<file path="config.mk">
export PLATFORM = sky130hd
export DESIGN_NAME = alu_multiciclo_flat
export DESIGN_NICKNAME = d
export VERILOG_FILES = /design/src/rtl/alu_multiciclo_if.sv /design/src/rtl/alu_multiciclo.sv /design/src/flat_wrapper.sv
export SDC_FILE = /design/constraint.sdc
export NUM_CORES = 1
export LEC_CHECK = 0
export CORE_ASPECT_RATIO = 0.5
export CORE_UTILIZATION = 53
export DETAILED_ROUTE_END_ITERATION = 8
export PLACE_DENSITY = 0.74
export SETUP_SLACK_MARGIN = 0.05
export SLEW_MARGIN = 20
export SYNTH_ARGS = -nofsm -noshare
export SYNTH_HDL_FRONTEND = slang
export SYNTH_SLANG_ARGS = --single-unit
</file>
<file path="constraint.sdc">
create_clock -name clk -period 2.6 [get_ports clk]
set_input_delay 0.65 -clock clk [delete_from_list [all_inputs] [get_ports clk]]
set_output_delay 0.65 -clock clk [all_outputs]
set_load 0.01 [all_outputs]
</file>
<file path="src/rtl/alu_multiciclo_if.sv">
`default_nettype none
// ============================================================================
// Module      : alu_multiciclo_if
// Description : Operand/result handshake bundle for alu_multiciclo.
//               The master side supplies operands and consumes results.
//               The slave side is the ALU itself.
// Revision    : 1.0 - initial release
// ============================================================================
interface alu_multiciclo_if #(
  parameter int N = 32
);
  logic         in_valid;
  logic         in_ready;
  logic [N-1:0] src1;
  logic [N-1:0] src2;
  logic [2:0]   alucontrol;
  logic         out_valid;
  logic         out_ready;
  logic [N-1:0] num;
  logic         neg;
  logic         cero;
  logic         carry;
  logic         des;
  logic         err;

  modport master (
    output in_valid, src1, src2, alucontrol, out_ready,
    input  in_ready, out_valid, num, neg, cero, carry, des, err
  );

  modport slave (
    input  in_valid, src1, src2, alucontrol, out_ready,
    output in_ready, out_valid, num, neg, cero, carry, des, err
  );
endinterface
`default_nettype wire

</file>
<file path="src/rtl/alu_multiciclo.sv">
`default_nettype none
// ============================================================================
// Module      : alu_multiciclo
// Description : Handshaked ALU with registered result and flags.
//               ADD/SUB/AND/OR/XOR/SLL/SRL complete one cycle after accept.
//               Define ALU_MUL_EN to build the N-step shift-add multiplier
//               for op 111. Without it, op 111 finishes in one cycle with
//               num=0 and err=1.
// Revision    : 1.0 - initial release
// ============================================================================
module alu_multiciclo #(
  parameter int N = 32
) (
  input  wire logic       clk,
  input  wire logic       rst_n,
  alu_multiciclo_if.slave bus
);
  localparam int SHW = $clog2(N);

  localparam logic [2:0] c_OP_ADD = 3'b000;
  localparam logic [2:0] c_OP_SUB = 3'b001;
  localparam logic [2:0] c_OP_AND = 3'b010;
  localparam logic [2:0] c_OP_OR  = 3'b011;
  localparam logic [2:0] c_OP_XOR = 3'b100;
  localparam logic [2:0] c_OP_SLL = 3'b101;
  localparam logic [2:0] c_OP_SRL = 3'b110;

  typedef enum logic [1:0] {
    S_IDLE = 2'd0,
    S_BUSY = 2'd1,
    S_DONE = 2'd2
  } state_t;

  state_t r_state;
  state_t w_state_nxt;

  logic         r_out_valid;
  logic [N-1:0] r_num;
  logic         r_neg, r_cero, r_carry, r_des, r_err;

  logic         w_accept;
  logic         w_is_mul;
  logic         w_mul_done;
  logic [N-1:0] w_mul_num;
  logic         w_mul_carry;

  logic [N-1:0]   w_num;
  logic           w_neg, w_carry, w_des, w_err;
  logic [SHW-1:0] w_shamt;
  logic [N:0]     w_sum;
  logic [N:0]     w_shl;
  logic [N:0]     w_shr;

  // Ready whenever nothing is pending, or the pending result leaves this cycle.
  // Held low during reset so every output reads 0 while rst_n is asserted.
  assign bus.in_ready = rst_n & ((r_state == S_IDLE) | ((r_state == S_DONE) & bus.out_ready));
  assign w_accept     = bus.in_valid & bus.in_ready;

  assign w_shamt = bus.src2[SHW-1:0];
  assign w_sum   = {1'b0, bus.src1} + {1'b0, bus.src2};
  // Extra bit on the outgoing side captures the last bit shifted out (0 when shift is 0).
  assign w_shl   = {1'b0, bus.src1} << w_shamt;
  assign w_shr   = {bus.src1, 1'b0} >> w_shamt;

  // Single-cycle result and flags for the operation presented on the bus.
  always_comb begin
    w_num   = '0;
    w_neg   = 1'b0;
    w_carry = 1'b0;
    w_des   = 1'b0;
    w_err   = 1'b0;
    case (bus.alucontrol)
      c_OP_ADD: begin
        w_num   = w_sum[N-1:0];
        w_carry = w_sum[N];
        w_des   = (bus.src1[N-1] == bus.src2[N-1]) & (w_sum[N-1] != bus.src1[N-1]);
      end
      c_OP_SUB: begin
        w_neg = (bus.src1 < bus.src2);
        w_num = w_neg ? (bus.src2 - bus.src1) : (bus.src1 - bus.src2);
      end
      c_OP_AND: w_num = bus.src1 & bus.src2;
      c_OP_OR:  w_num = bus.src1 | bus.src2;
      c_OP_XOR: w_num = bus.src1 ^ bus.src2;
      c_OP_SLL: {w_carry, w_num} = w_shl;
      c_OP_SRL: {w_num, w_carry} = w_shr;
      default: begin
`ifndef ALU_MUL_EN
        w_err = 1'b1;
`endif
      end
    endcase
  end

`ifdef ALU_MUL_EN
  localparam logic [2:0]   c_OP_MUL  = 3'b111;
  localparam logic [SHW:0] c_CNT_END = (SHW+1)'(N);

  // Product register holds {partial high half, remaining multiplier bits}.
  logic [2*N-1:0] r_prod;
  logic [N-1:0]   r_mcand;
  logic [SHW:0]   r_cnt;
  logic [N:0]     w_step_sum;

  assign w_is_mul    = (bus.alucontrol == c_OP_MUL);
  assign w_mul_done  = (r_state == S_BUSY) && (r_cnt == c_CNT_END);
  assign w_step_sum  = {1'b0, r_prod[2*N-1:N]} + (r_prod[0] ? {1'b0, r_mcand} : '0);
  assign w_mul_num   = r_prod[N-1:0];
  assign w_mul_carry = |r_prod[2*N-1:N];

  // Shift-add multiplier: latch operands at accept, then one step per cycle.
  always_ff @(posedge clk or negedge rst_n) begin
    if (!rst_n) begin
      r_prod  <= '0;
      r_mcand <= '0;
      r_cnt   <= '0;
    end else if (w_accept && w_is_mul) begin
      r_prod  <= {{N{1'b0}}, bus.src2};
      r_mcand <= bus.src1;
      r_cnt   <= '0;
    end else if ((r_state == S_BUSY) && (r_cnt != c_CNT_END)) begin
      r_prod  <= {w_step_sum, r_prod[N-1:1]};
      r_cnt   <= r_cnt + (SHW+1)'(1);
    end
  end
`else
  assign w_is_mul    = 1'b0;
  assign w_mul_done  = 1'b0;
  assign w_mul_num   = '0;
  assign w_mul_carry = 1'b0;
`endif

  // State register.
  always_ff @(posedge clk or negedge rst_n) begin
    if (!rst_n) r_state <= S_IDLE;
    else        r_state <= w_state_nxt;
  end

  // Next-state: a new op may be taken in the same cycle the old result leaves.
  always_comb begin
    w_state_nxt = r_state;
    case (r_state)
      S_IDLE: if (w_accept) w_state_nxt = w_is_mul ? S_BUSY : S_DONE;
      S_BUSY: if (w_mul_done) w_state_nxt = S_DONE;
      S_DONE: begin
        if (bus.out_ready) begin
          if (w_accept) w_state_nxt = w_is_mul ? S_BUSY : S_DONE;
          else          w_state_nxt = S_IDLE;
        end
      end
      default: w_state_nxt = S_IDLE;
    endcase
  end

  // Result registers: load on single-cycle accept or multiplier completion, else hold.
  always_ff @(posedge clk or negedge rst_n) begin
    if (!rst_n) begin
      r_out_valid <= 1'b0;
      r_num       <= '0;
      r_neg       <= 1'b0;
      r_cero      <= 1'b0;
      r_carry     <= 1'b0;
      r_des       <= 1'b0;
      r_err       <= 1'b0;
    end else if (w_accept && !w_is_mul) begin
      r_out_valid <= 1'b1;
      r_num       <= w_num;
      r_neg       <= w_neg;
      r_cero      <= (w_num == '0);
      r_carry     <= w_carry;
      r_des       <= w_des;
      r_err       <= w_err;
    end else if (w_accept) begin
      r_out_valid <= 1'b0;
    end else if (w_mul_done) begin
      r_out_valid <= 1'b1;
      r_num       <= w_mul_num;
      r_neg       <= 1'b0;
      r_cero      <= (w_mul_num == '0);
      r_carry     <= w_mul_carry;
      r_des       <= 1'b0;
      r_err       <= 1'b0;
    end else if (r_out_valid && bus.out_ready) begin
      r_out_valid <= 1'b0;
    end
  end

  assign bus.out_valid = r_out_valid;
  assign bus.num       = r_num;
  assign bus.neg       = r_neg;
  assign bus.cero      = r_cero;
  assign bus.carry     = r_carry;
  assign bus.des       = r_des;
  assign bus.err       = r_err;

endmodule
`default_nettype wire

</file>
<file path="src/flat_wrapper.sv">
// flat-port wrapper written by rule: the top's interface ports become plain ports
module alu_multiciclo_flat 
#(
  parameter int N = 32
)
  (clk, rst_n, bus_in_valid, bus_src1, bus_src2, bus_alucontrol, bus_out_ready, bus_in_ready, bus_out_valid, bus_num, bus_neg, bus_cero, bus_carry, bus_des, bus_err);
  alu_multiciclo_if #(.N(N)) bus_i ();
  input  wire logic clk;
  input  wire logic rst_n;
  input wire logic [$bits(bus_i.in_valid)-1:0] bus_in_valid;
  input wire logic [$bits(bus_i.src1)-1:0] bus_src1;
  input wire logic [$bits(bus_i.src2)-1:0] bus_src2;
  input wire logic [$bits(bus_i.alucontrol)-1:0] bus_alucontrol;
  input wire logic [$bits(bus_i.out_ready)-1:0] bus_out_ready;
  output wire logic [$bits(bus_i.in_ready)-1:0] bus_in_ready;
  output wire logic [$bits(bus_i.out_valid)-1:0] bus_out_valid;
  output wire logic [$bits(bus_i.num)-1:0] bus_num;
  output wire logic [$bits(bus_i.neg)-1:0] bus_neg;
  output wire logic [$bits(bus_i.cero)-1:0] bus_cero;
  output wire logic [$bits(bus_i.carry)-1:0] bus_carry;
  output wire logic [$bits(bus_i.des)-1:0] bus_des;
  output wire logic [$bits(bus_i.err)-1:0] bus_err;
  assign bus_i.in_valid = bus_in_valid;
  assign bus_i.src1 = bus_src1;
  assign bus_i.src2 = bus_src2;
  assign bus_i.alucontrol = bus_alucontrol;
  assign bus_i.out_ready = bus_out_ready;
  assign bus_in_ready = bus_i.in_ready;
  assign bus_out_valid = bus_i.out_valid;
  assign bus_num = bus_i.num;
  assign bus_neg = bus_i.neg;
  assign bus_cero = bus_i.cero;
  assign bus_carry = bus_i.carry;
  assign bus_des = bus_i.des;
  assign bus_err = bus_i.err;
  alu_multiciclo #(.N(N)) u_core (.clk(clk), .rst_n(rst_n), .bus(bus_i));
endmodule
</file>
==> results of run 1 <==
logic make-up after synthesis:
family | after synthesis
AOI/OAI and AO/OA | 604
muxes | 129
and+or+nand+nor | 545
DFF | 39
buffers and inverters | 225
adders and majority gates | 140
xor gates and xnor gates | 16
metrics by stage:
stage	worst slack [ns]	instance area, µm²
2_1_floorplan	-2.05	12500
3_3_place_gp	-2.38	18400
3_5_place_dp	-2.48	18400
4_1_cts	-1.65	21400
repair_timing:
action,in CTS
setup buffers,146
gates resized for setup,595
hold endpoints to repair,0
endpoints found under the setup margin,37
gates cloned,2
pin swaps,142
layer usage:
metal  overflow  GRT usage [%]
met1         64           91.9
met2        769            116
met3        109           90.3
met4        304            105
met5         16           69.0
==> results by stage, run 1 <==
Outcome:
- The flow did not finish.
- Progress stopped at global routing (5_1_grt).
- The tool reported: "[ERROR GRT-0116] Global routing finished with congestion. Check the congestion regions in the DRC Viewer".

Placement:
- The number of placed instances, taps included, is ~2700.
- After legalization and detailed placement, the total HPWL measured about 56000 µm.
- The count of input and output buffers is 109.
- The congestion estimate from routability-driven global placement came to around 1.2.

Clock network:
- The clock sink total is 39.
- The tree is rooted in a sky130_fd_sc_hd__clkbuf_16.
- The number of H-tree branching levels is 2.
- The total clock buffers created by CTS is 5.
- Buffers inserted to repair hold after CTS numbered 0.
- The maximum number of buffers from clock root to sink is 2.

Die:
- The die is roughly 210 µm wide.
- The starting density of the core is ~55%.
- In this run the core area contains 38 standard-cell rows.
- For this design the top-level I/O count stands at 110.
- The height of the die is between 100 and 150 µm.

Global route:
- The number of global-route vias before repair is 26720.
- The total congestion overflow is approximately 1300.
- The first-pass GRT wire length is ~170000 µm.
- Entering global routing, the biggest net connects about 40 pins.
- The aggregate global-route resource usage is between 90 and 100%.

Yosys:
- The average cell area after synthesis is around 7.0 µm².
- The predominant post-synthesis flop cell is sky130_fd_sc_hd__dfrtp_1.
- The synthesized netlist devotes about a fifth of its cell area to simple gates.
- Synthesis inferred 39 register bits.
- Counting every instance in the synthesized netlist gives approximately 1700.
- Ranked by instance count, the synthesized netlist is headed by 167 x sky130_fd_sc_hd__nor2_1, 165 x sky130_fd_sc_hd__a21oi_1, 162 x sky130_fd_sc_hd__nand2_1.
- The cell type with the largest total area after synthesis is sky130_fd_sc_hd__ha_1.
- The number of different library cells in the post-synthesis netlist is about 80.
- The Yosys step of the flow raised 0 warnings.
- The most frequently used cell type in the post-synthesis netlist is sky130_fd_sc_hd__nor2_1.
- The post-synthesis net count is ~1900.
- The mapped netlist covers 12000 µm².
- The top cell type by area accounts for 14.3% of the synthesized area.
- Summing the areas of all compound-gate instances in the mapped netlist gives roughly 34% of the synthesized area.
- Measured against the total synthesized area, the mux share comes to approximately an eighth.
- After synthesis, the largest family of logic cells by area is compound AO/OA/AOI/OAI gates.
- The XOR/XNOR share of the synthesized area is 1.17%.
- After Yosys synthesis, full adders, half adders and majority gates account for about 15% of the synthesized area.
- Summing the sequential cell areas from Yosys gives under 10% of the chip area.
- The share of synthesized flip-flops with an asynchronous set or reset is between 90% and 100%.
- The number of flops mapped to enable cells by yosys is 0.
- Ranked by total cell area, the synthesized netlist is headed by sky130_fd_sc_hd__ha_1 14%, sky130_fd_sc_hd__dfrtp_1 8.2%, sky130_fd_sc_hd__a21oi_1 6.9%.
==> run 2: changes to the inputs <==
CORE_ASPECT_RATIO = not set   (was 0.5)
CORE_UTILIZATION = 38   (was 53)
PLACE_DENSITY = not set   (was 0.74)
PLACE_DENSITY_LB_ADDON = 0.15   (was not set)
SETUP_SLACK_MARGIN = not set   (was 0.05)
==> results by stage, run 2 <==
Outcome:
- Run status: finished with violations (was stopped before the end).
- The checks that failed: design-rule violations, negative setup slack.

Pwr:
- IR analysis of the VDD net gives a maximum drop of around 0.4 mV.
- The reported leakage power is ~10 nW.
- Dividing total power by cell area gives a power density of 341 nW/µm².

STA:
- The worst-margin pin slew is ~0.77 ns.
- The worst max-slew margin expressed relative to the limit is between 40 and 50%.
- The final-report max-slew violation count is 0.
- The smallest clock period supported by the final layout is computed as roughly 4.3 ns.
- The final number of hold-violating endpoints came to 0.
- The final worst clock skew is about 0.0032 ns.
- Based on the critical path, the design can be clocked at up to 234 MHz.
- Once routing completed, OpenROAD measured the worst setup slack at -1.67 ns.
- The count of final setup violators is 36.
- The ratio of final minimum period to clock period is 164%.
- Hold timing on the final database bottoms out at a slack of 0.471 ns.
- The post-route setup TNS is -36.79 ns.
- Setup repair after global routing could not meet its margin everywhere.

Placement:
- The post-place instance area is 18900 µm² (was 18400 µm²).
- The routability-driven placement congestion ratio is 1.10 (was 1.24).
- The instance count after placement with tap cells included is 2814 (was 2674).
- The count of input and output buffers is 109 (unchanged).
- The setup slack after placement is -2.72 ns (was -2.48 ns).
- The placed wire-length estimate after detailed placement is 60200 µm (was 55800 µm).

Critical path:
- The required time of the critical path is approximately 2.8 ns.
- For the worst setup path, the data arrival time is 4.47 ns.
- The launching element of the worst setup path is bus_src1[0].
- The critical register-to-register path endpoint is u_core.bus.cero.
- The type of the setup path with the least slack is input pin to flip-flop.
- The launching element type of the critical path is an input pin.
- STA classifies the critical path endpoint as a flip-flop.
- The maximum fanout along the worst path is 4.
- For flop-to-flop paths, the worst setup slack is -0.04 ns.
- In this run the critical register-to-register path is launched from u_core.r_state[1].
- The worst reg2reg path depth is 12.

Die:
- The height of the die came to 179 µm (was 108 µm).
- The chip width is 179 µm (was 214 µm).
- The starting density of the core is 38.9% (was 54.6%).
- The site row count came to 64 (was 38).
- The total core area is roughly 31000 µm².
- The number of primary I/O pins is 110 (unchanged).
- The overall die area is ~32000 µm².

Yosys:
- The post-synthesis net count is 1909 (unchanged).
- The number of flip-flops and latches in the synthesized netlist is 39 (unchanged).
- Commonest cells in the netlist: 167 x sky130_fd_sc_hd__nor2_1, 165 x sky130_fd_sc_hd__a21oi_1, 162 x sky130_fd_sc_hd__nand2_1 (unchanged).
- The sequential element share of the synthesized area is 8.16% (unchanged).
- The predominant post-synthesis flop cell is sky130_fd_sc_hd__dfrtp_1 (unchanged).
- The number of different library cells in the post-synthesis netlist is 82 (unchanged).
- The number of flops mapped to enable cells by yosys was 0 (unchanged).
- The share of synthesized flip-flops with an asynchronous set or reset is 100% (unchanged).
- The yosys synthesis warning count is 0 (unchanged).
- The most frequently used cell type in the post-synthesis netlist is sky130_fd_sc_hd__nor2_1 (unchanged).
- The average cell area after synthesis came to 7.05 µm² (unchanged).
- The number of standard cells after synthesis is 1698 (unchanged).
- The netlist area before placement is 12000 µm² (unchanged).
- Largest cells by area after synthesis: sky130_fd_sc_hd__ha_1 14%, sky130_fd_sc_hd__dfrtp_1 8.2%, sky130_fd_sc_hd__a21oi_1 6.9% (unchanged).
- The area fraction of the dominant cell type after synthesis is 14.3% (unchanged).
- The cell type with the largest total area after synthesis is sky130_fd_sc_hd__ha_1 (unchanged).

Clock network:
- The count of hold-fix buffers inserted at cts is 0 (unchanged).
- The maximum number of buffers from clock root to sink came to 2 (unchanged).
- TritonCTS built the clock tree.
- The total clock buffers created by CTS is 5 (unchanged).
- The clock sink total came to 39 (unchanged).
- The number of H-tree branching levels is 2 (unchanged).
- The clock latency of the later-clocked register in the worst-skew pair is 0.29 ns.
- The cell at the root of the clock tree is sky130_fd_sc_hd__clkbuf_16 (unchanged).
- The clock-pin slew of the registers on the worst-case setup and hold paths is about 0.06 ns.

Global route:
- The number of global-route vias before repair was 17975.
- Summed over all layers, the global routing overflow is 0.
- The initial antenna violation count is 0.
- Entering global routing, the biggest net connects 51 pins.
- The aggregate global-route resource usage is a little under half.
- The first-pass GRT wire length is roughly 110000 µm.

Worst hold path:
- Along the worst hold path, the cell count comes to 2.
- The path class of the tightest hold or removal check is flip-flop to flip-flop.
- The worst hold path terminates at u_core.bus.num[17].
- The worst hold path begins at u_core.bus.num[17].

Finish:
- The share of final-layout standard cells stronger than drive strength 1 is roughly half.
- The number of cells in the finished layout apart from fillers is 2959.
- Relative to the synthesized area, the layout overhead comes to 85.9%.
- The flip-flop count of the largest register after layout is 32.
- Leaving out fill and tap cells, the most frequent cell in the layout is sky130_fd_sc_hd__buf_4.
- In the layout the commonest cells are 768 x sky130_fd_sc_hd__buf_4, 157 x sky130_fd_sc_hd__nor2_1, 152 x sky130_fd_sc_hd__nand2_1.
- The final layout contains about 2800 nets.
- The number of diodes added for antenna fixing is 0.
- The cell area after layout is roughly 22000 µm².

Drt:
- After detailed routing, the total wire length is between 70000 and 80000 µm.
- In the routed design, unresolved DRC markers number 20.
- In the final routed layout, each cell accounts on average for about 26 µm.
- Using the TritonRoute via totals, the vias-per-cell ratio works out to between 6 and 7.
- The detail route stage leaves a number of antenna-violating nets equal to 0.
- The via count is 18462.
- The DRC marker count from the first detailed-route iteration is ~2500.
- For this run, the detailed router's first-pass iteration total came to 9.

Job:
- Max-cap violations in this run came to 0.
[run 2: cells by family (layout without fill, tap and decap cells)]
kind of cell / count (synthesis) / in the layout / share of synthesized area, %
simple gates: 545 / 545 / 21.3
mux: 129 / 129 / 13.2
flops: 39 / 39 / 8.16
fa+ha+maj: 140 / 140 / 14.8
compound gates: 604 / 604 / 33.5
buf+inv: 225 / 1090 / 7.74
xor+xnor: 16 / 16 / 1.17
[run 2: per-layer routing]
metal,GRT usage (%),share of wire (%)
met1,59.6,39
met2,71.1,43
met3,9.04,12
met4,21.4,5.5
met5,0,0
[run 2: metrics by stage]
step	utilization, %	power (mW)
6_report	72.3	7.58
3_3_place_gp	61.4	5.54
2_1_floorplan	-	2.91
3_5_place_dp	61.4	5.60
4_1_cts	70.1	7.06
5_1_grt	72.3	7.84
[run 2: critical path, cell delays in order]
cell and delay, ns:
sky130_fd_sc_hd__buf_8 0.11, sky130_fd_sc_hd__inv_6 0.06, sky130_fd_sc_hd__ha_4 0.12, sky130_fd_sc_hd__inv_2 0.03, sky130_fd_sc_hd__fa_2 0.36, sky130_fd_sc_hd__nor2b_4 0.15
sky130_fd_sc_hd__o311ai_4 0.37, sky130_fd_sc_hd__a31oi_4 0.15, sky130_fd_sc_hd__nor3_4 0.18, sky130_fd_sc_hd__buf_4 0.15, sky130_fd_sc_hd__o211a_4 0.21, sky130_fd_sc_hd__buf_4 0.13
sky130_fd_sc_hd__buf_6 0.08, sky130_fd_sc_hd__buf_6 0.12, sky130_fd_sc_hd__a211oi_2 0.07, sky130_fd_sc_hd__nor3_2 0.29, sky130_fd_sc_hd__nand2_1 0.15, sky130_fd_sc_hd__nor4_1 0.33
sky130_fd_sc_hd__buf_4 0.19, sky130_fd_sc_hd__and4_1 0.20, sky130_fd_sc_hd__nand4_1 0.12, sky130_fd_sc_hd__o31ai_2 0.25
[run 2: power breakdown]
group	internal (mW)	switching (mW)
Sequential	0.739	0.0752
Clock	0.355	0.249
Combinational	3.02	3.14
Total	4.12	3.46
[run 2: cell type report]
type,count,area (µm²)
clock buffers,7,133
clock inverters,1,5.00
fillers,2421,8510
inverters,106,442
multi-input cells,1434,12200
flip-flops and latches,39,976
well taps,396,495
repair buffers,976,8030
[run 2: what timing repair did]
| item | 4_1_cts | 5_1_grt |
|---|---|---|
| cloned | 2 | 0 |
| setup buffers | 107 | 45 |
| endpoints found under the setup margin | 37 | 36 |
| pin swaps | 140 | 89 |
| gates resized for setup | 546 | 96 |
[run 2: worst max-delay path by stage]
stage / end / slack [ns] / cells past startpoint
floorplan: u_core.bus.cero / -2.05 / 22
global placement: u_core.bus.cero / -2.69 / 16
detailed placement: u_core.bus.cero / -2.72 / 16
CTS: u_core.bus.cero / -1.62 / 19
global route: u_core.bus.cero / -1.79 / 21
finish: u_core.bus.cero / -1.67 / 22
(Power assumes the default switching activity.)
